## src/rtl/exp_stage_ctrl.sv

```systemverilog
// exp_stage_ctrl: sequences input-buffer reads through the four exp lanes and
// writes each 4-word result to the output BRAM, pulsing done at job end.
module exp_stage_ctrl #(
   parameter int BUF_AWIDTH = 4,
   parameter int OUT_AWIDTH = 9,
   parameter int RAM_LAT    = 1,
   parameter int EXP_LAT    = 2
) (
   input  logic                  clk,
   input  logic                  reset,
   input  logic                  start,
   input  logic [BUF_AWIDTH:0]   num_entries,
   input  logic [BUF_AWIDTH-1:0] rd_base,
   input  logic [OUT_AWIDTH-1:0] wr_base,
   output logic                  rd_en,
   output logic [BUF_AWIDTH-1:0] rd_addr,
   output logic                  stage_run,
   output logic                  stage_run2,
   output logic                  wr_en,
   output logic [OUT_AWIDTH-1:0] wr_addr,
   output logic                  busy,
   output logic                  done
);
   localparam logic [1:0] IDLE = 2'd0, RUN = 2'd1, DRAIN = 2'd2, DONE = 2'd3;
   localparam int L = RAM_LAT + EXP_LAT - 1;
   localparam logic [BUF_AWIDTH:0] NMAX = {1'b1, {BUF_AWIDTH{1'b0}}};
   logic [1:0] state;
   logic [BUF_AWIDTH:0] n_q, k, n_in;
   logic [BUF_AWIDTH-1:0] rd_base_q, off;
   logic [OUT_AWIDTH-1:0] wr_base_q;
   logic [L-1:0] v;
   logic [L-1:0][BUF_AWIDTH-1:0] o;
   always_comb n_in = num_entries > NMAX ? NMAX : num_entries;
   // the issue offset is recovered from the read address rather than kept separately
   assign off = rd_addr - rd_base_q;
   assign stage_run = v[RAM_LAT-1];
   assign stage_run2 = v[RAM_LAT];
   assign busy = state != IDLE;
   assign done = state == DONE;
   always_ff @(posedge clk or posedge reset) begin
      if (reset) begin
         state <= IDLE;
         n_q <= '0;
         k <= '0;
         rd_base_q <= '0;
         wr_base_q <= '0;
         rd_en <= 1'b0;
         rd_addr <= '0;
         v <= '0;
         o <= '0;
         wr_en <= 1'b0;
         wr_addr <= '0;
      end else begin
         v <= {v[L-2:0], rd_en};
         o <= {o[L-2:0], off};
         wr_en <= v[L-1];
         if (v[L-1]) wr_addr <= wr_base_q + OUT_AWIDTH'(o[L-1]);
         if (state == IDLE) begin
            if (start) begin
               n_q <= n_in;
               rd_base_q <= rd_base;
               wr_base_q <= wr_base;
               k <= {{BUF_AWIDTH{1'b0}}, 1'b1};
               rd_en <= n_in != '0;
               if (n_in != '0) rd_addr <= rd_base;
               state <= n_in != '0 ? RUN : DONE;
            end
         end else if (state == RUN) begin
            rd_en <= k != n_q;
            if (k != n_q) begin
               rd_addr <= rd_base_q + k[BUF_AWIDTH-1:0];
               k <= k + 1'b1;
            end else state <= DRAIN;
         end else if (state == DRAIN) begin
            if (v == '0) state <= DONE;
         end else state <= IDLE;
      end
   end
endmodule

```

## config.mk

```make
export PLATFORM = sky130hd
export DESIGN_NAME = exp_stage_ctrl
export DESIGN_NICKNAME = d
export VERILOG_FILES = /design/src/rtl/exp_stage_ctrl.sv
export SDC_FILE = /design/constraint.sdc
export NUM_CORES = 1
export LEC_CHECK = 0
export ABC_AREA = 1
export CORE_MARGIN = 4
export CORE_UTILIZATION = 58
export CTS_CLUSTER_SIZE = 10
export DETAILED_ROUTE_END_ITERATION = 12
export PLACE_DENSITY = 0.85
export SETUP_SLACK_MARGIN = 0.1
export SLEW_MARGIN = 20
export SYNTH_ARGS = -nofsm -noshare
export SYNTH_HDL_FRONTEND = slang
export SYNTH_SLANG_ARGS = --single-unit
```

## constraint.sdc

```tcl
create_clock -name clk -period 4.5 [get_ports clk]
set_input_delay 0.9 -clock clk [delete_from_list [all_inputs] [get_ports clk]]
set_output_delay 0.9 -clock clk [all_outputs]
set_load 0.02 [all_outputs]
```

# After elaboration in Yosys (flattened, before gate mapping)
# Cells that the tools add are included.
# totals
regBits	50
in_bits	21
# classes
add_sub_neg	4
n_lt_le_gt_ge	1
eq_ne	8
n_mux	20
n_reduce_logical	11
# op_table
operator	n
$mux 5	5
$mux 4	5
$mux 2	7
$add 9x4->9	1
$reduce_and 3->1	2
$reduce_bool 2->1	3
$add 5x1->5 const B	1
$gt 5x5->1 const B	1
$ne 5x5->1	1
$reduce_bool 5->1	1
$add 4x4->4	1
$eq 2x2->1 const B	2
$logic_not 2->1	2
$ne 4x3->1 const B	1
$reduce_and 2->1	2
$reduce_and 4->1	1
$sub 4x4->4	1
$mux 1	3
$ne 3x3->1 const B	1
$eq 2x1->1 const B	1
$ne 2x1->1 const B	1
$ne 2x2->1 const B	1

# Depth between registers and ports, before layout
# depth
depth_word	6
mapped_depth	10
mapped_depth_nobuf	9

# Worst setup path before layout
# Ideal clock, no wire load.
# synth_path
kind	register to output
from	register state[0]
to	output busy
t_arrival_ns	1.001
slack_ns	2.599
stages_incl_launch_ff	5
n_path_buf	1
path_cell_list	dfrtp_1 inv_1 ha_1 inv_2 buf_2
# synth_between
elab_chain_cells	1
# synth_rtl
item	line	text
start, declared	27	logic [1:0] state;
start signal, assigned	66	state <= n_in != '0 ? RUN : DONE;
$reduce_bool 2->1	38	assign busy = state != IDLE;
end, declared	21	output logic busy,
# Every way passes these cells.

# Worst setup path in the final report
# Ends and elaborated chain as after synthesis.

==> metrics.md <==
| Metric | Value |
|---|---|
| Worst vdd ir | `about 520 uV` |
| Die area | `around 5600 sq um` |
| Max-cap violations | `0` |
| Yosys cell types | `30` |
| Hold buffers post-CTS | `0` |
| Crit path kind | `flop to output pin` |
| GPL Wtd Cong | `around 0.86` |
| Final Cycle Share | `65.6%` |
| CP Buf/Inv Count | `3` |
| Critical R2R Launch | `state[1]` |
| Warnings, synthesis | `0` |
| Final setup viols | `0` |
| Min-Delay Path Class | `flop to flop` |
| End of the critical path | `busy` |
| CTS Sinks | `50` |
| Vias in the first global route | `~2200` |
| Global-route wire length before repair | `9.74 mm` |
| Reg power frac | `a little over a third` |
| Final hold vios | `0` |
| Area delta synth->final | `21.8%` |
| Clock root buffer | `clkbuf_8` |
| H-tree Lvls | `2` |
| CP cell instances | `inv_1, ha_1, inv_2, clkdlybuf4s50_1` |
| Critical path endpoint category | `output pin` |
| R2r endpoint | `wr_base_q[6]` |
| Critical Path RT | `3.60 ns` |
| Initial Util | `62.2%` |
| Slew Limit Fails | `0` |
| Pint | `around 1.4 mW` |
| Max FO, Critical Path | `13` |
| Leading area contributor after synthesis | `dfrtp_1` |
| Power share of the clock group | `around 16%` |
| DPL Wire Length | `around 4.1 mm` |
| CTS Buf Count | `5` |
| Clk_lat worst skew | `roughly 0.3 ns` |
| Synth Instances | `a little over 300` |
| Post-synth top area share | `between 40% and 50%` |
| CP top delay family | `buffers and inverters` |
| Post-CTS sizing | `0` |
| Netlist Area Pre-Place | `~2600 sq um` |
| Most used flip-flop cell after synthesis | `dfrtp_1` |
| Std cell rows | `23` |
| Tmin final | `between 2 and 3 ns` |
| Final nets | `roughly 380` |
| Via count | `between 2000 and 2500` |
| R2r worst-path depth | `5` |
| Setup crit start | `state[0]` |
| Switching power | `about 1.1 mW` |
| Outcome | `completed` |
| Fillers | `315` |
| Routed Antenna Nets | `0` |
| Routed WL | `5.70 mm` |
| Combinational power share | `49.7%` |
| Register area share after synthesis | `48.6%` |
| Clk slew on worst S/H paths | `0.09 ns` |
| Ant diodes | `0` |
| Die width | `between 70 and 80 um` |
| Leakage Power | `1.55 nW` |
| Largest cells by area after synthesis | `dfrtp_1 49%, nand2_1 16%, ha_1 7.8%` |
| Final TNS setup | `0 ns` |
| Pwr/cell area | `between 700 and 800 nW/um^2` |
| Layout cells sized above 1 | `slightly above 6%` |
| CTS tree | `built` |
| Drt drc | `0` |
| CP Launch Type | `flop` |
| CP arrival | `just over 2 ns` |
| Placed instance count | `384` |
| Async set-reset flop share out of synthesis | `100%` |
| I/O pin count | `40` |
| Slew headroom | `between 40% and 50%` |
| Slew at the pin with the worst max-slew slack | `roughly 0.86 ns` |
| Grt ovf | `0` |
| Switching Fraction | `between 40% and 50%` |
| Mean Syn Cell Area | `around 8.5 sq um` |
| Max incr delay on CP | `around 0.65 ns` |
| Final Worst Setup Slack | `1.55 ns` |
| RSZ-0062 raised after global routing | `no` |
| Die Ht | `between 70 and 80 um` |
| Initial DRC count | `between 100 and 150` |
| Clk_skew | `~0.0089 ns` |
| Total track usage | `a little under a quarter` |
| Worst path depth | `4` |
| Reg2reg setup slack | `roughly 2.3 ns` |
| EDFF count, synth | `0` |
| FMAX | `between 300 and 400 MHz` |
| Final non-filler cell total | `392` |
| Setup WS pre-CTS | `~1.9 ns` |
| Routed len/inst | `~15 um` |
| Synth Register Bits | `50` |
| Via density | `about 5.5` |
| Core area | `roughly 4100 sq um` |
| Hold Path Cell Cnt | `0` |
| Drt pass-1 iters | `5` |
| Initial antenna violation count | `0` |
| Clock Tree Buf Depth | `2` |
| # Post-CTS Setup Buffers | `0` |
| Largest net degree at the start of global routing | `51` |
| Syn Nets | `342` |
| Crit path max-delay cell type | `clkdlybuf4s50_1` |
| Port bufs | `39` |
[state kept, by name, indices dropped and copies added, names as in the netlist]
name / cells
k: 5
n_q: 5
o: 8
rd_addr: 4
rd_base_q: 4
rd_en: 1
state: 2
v: 2
wr_addr: 9
wr_base_q: 9
wr_en: 1
[layout by cell type (no fill, tap or decap), types with 6 or more instances in the layout]
| master | Yosys | final |
|---|---|---|
| o21ai_0 | 20 | 20 |
| clkdlybuf4s50_1 | 0 | 39 |
| nand4_1 | 6 | 6 |
| dfrtp_1 | 50 | 50 |
| ha_1 | 16 | 16 |
| clkbuf_8 | 0 | 6 |
| a21oi_1 | 6 | 6 |
| nand3_1 | 17 | 17 |
| nand2_1 | 107 | 107 |
| inv_1 | 25 | 24 |
| nor2_1 | 14 | 14 |
[power by group through the flow]
stage                     logic [mW]  registers, mW  clock network [mW]
final                           1.23          0.858               0.385
after global routing            1.41          0.884               0.408
after CTS                       1.24          0.855               0.389
after detailed placement        1.22          0.862                   0
after global placement          1.16          0.850                   0
after floorplan                0.797          0.893                   0
[worst min path at each step]
stage | to | from | slack [ns]
floorplan | o[4] | o[0] | 0.33
global placement | o[5] | o[1] | 0.33
detailed placement | o[7] | o[3] | 0.34
CTS | o[6] | o[2] | 0.36
global route | o[4] | o[0] | 0.36
finish | o[4] | o[0] | 0.35
[cells in the mapped netlist, types with 2 or more instances]
library cell and instances:
nand2_1 107, dfrtp_1 50, inv_1 25, o21ai_0 20, nand3_1 17, ha_1 16
nor2_1 14, a21oi_1 6, nand4_1 6, buf_2 5, inv_2 5, xor2_1 5
xnor2_1 4, fa_1 3, o21ai_1 3, a31oi_1 2
[logic make-up (layout without fill, tap and decap cells)]
group	after synthesis	after routing	share of synthesized area, %
AOI/OAI and AO/OA	34	34	7.09
xor gates and xnor gates	9	9	3.06
adders and majority gates	19	19	10.1
buffers and inverters	38	78	5.92
DFF	50	50	48.6
and+or+nand+nor	152	152	25.3
[final cells by class]
| type | instances | area, sq um | share of cell area (%) |
|---|---|---|---|
| Clock inverter | 2 | 60.1 | 1.91 |
| Timing Repair Buffer | 39 | 390 | 12.4 |
| Sequential cell | 50 | 1250 | 39.9 |
| Clock buffer | 6 | 82.6 | 2.63 |
| Tap cell | 50 | 62.6 | 1.99 |
| Inverter | 31 | 118 | 3.75 |
| Multi-Input combinational cell | 214 | 1170 | 37.4 |
[per-layer routing]
metal	vias to the layer above	wire [um]	global-route usage (%)
met1	1031	2250	26.1
met2	55	3080	42.0
met5	-	0	0
li1	1042	-	-
met3	16	218	4.81
met4	0	144	9.49
[stage by stage]
stage	hold WS [ns]	total power, mW	utilization, %	cell area [sq um]
after floorplan	0.331	1.69	-	2580
after global placement	0.331	2.01	72.2	2990
after detailed placement	0.337	2.09	72.2	2990
after CTS	0.358	2.48	75.7	3140
after global routing	0.360	2.70	75.7	3140
final	0.355	2.47	75.7	3140
[worst register-to-register path: cells and delay by family (launching register included)]
family | cells | cell delay [ns]
adder cells (fa/ha/maj) | 1 | 0.43
flip-flops | 1 | 0.42
AND/OR/NAND/NOR | 1 | 0.37
AO/OA/AOI/OAI | 1 | 0.19
buffers and inverters | 2 | 0.69
(Power assumes the default switching activity.)
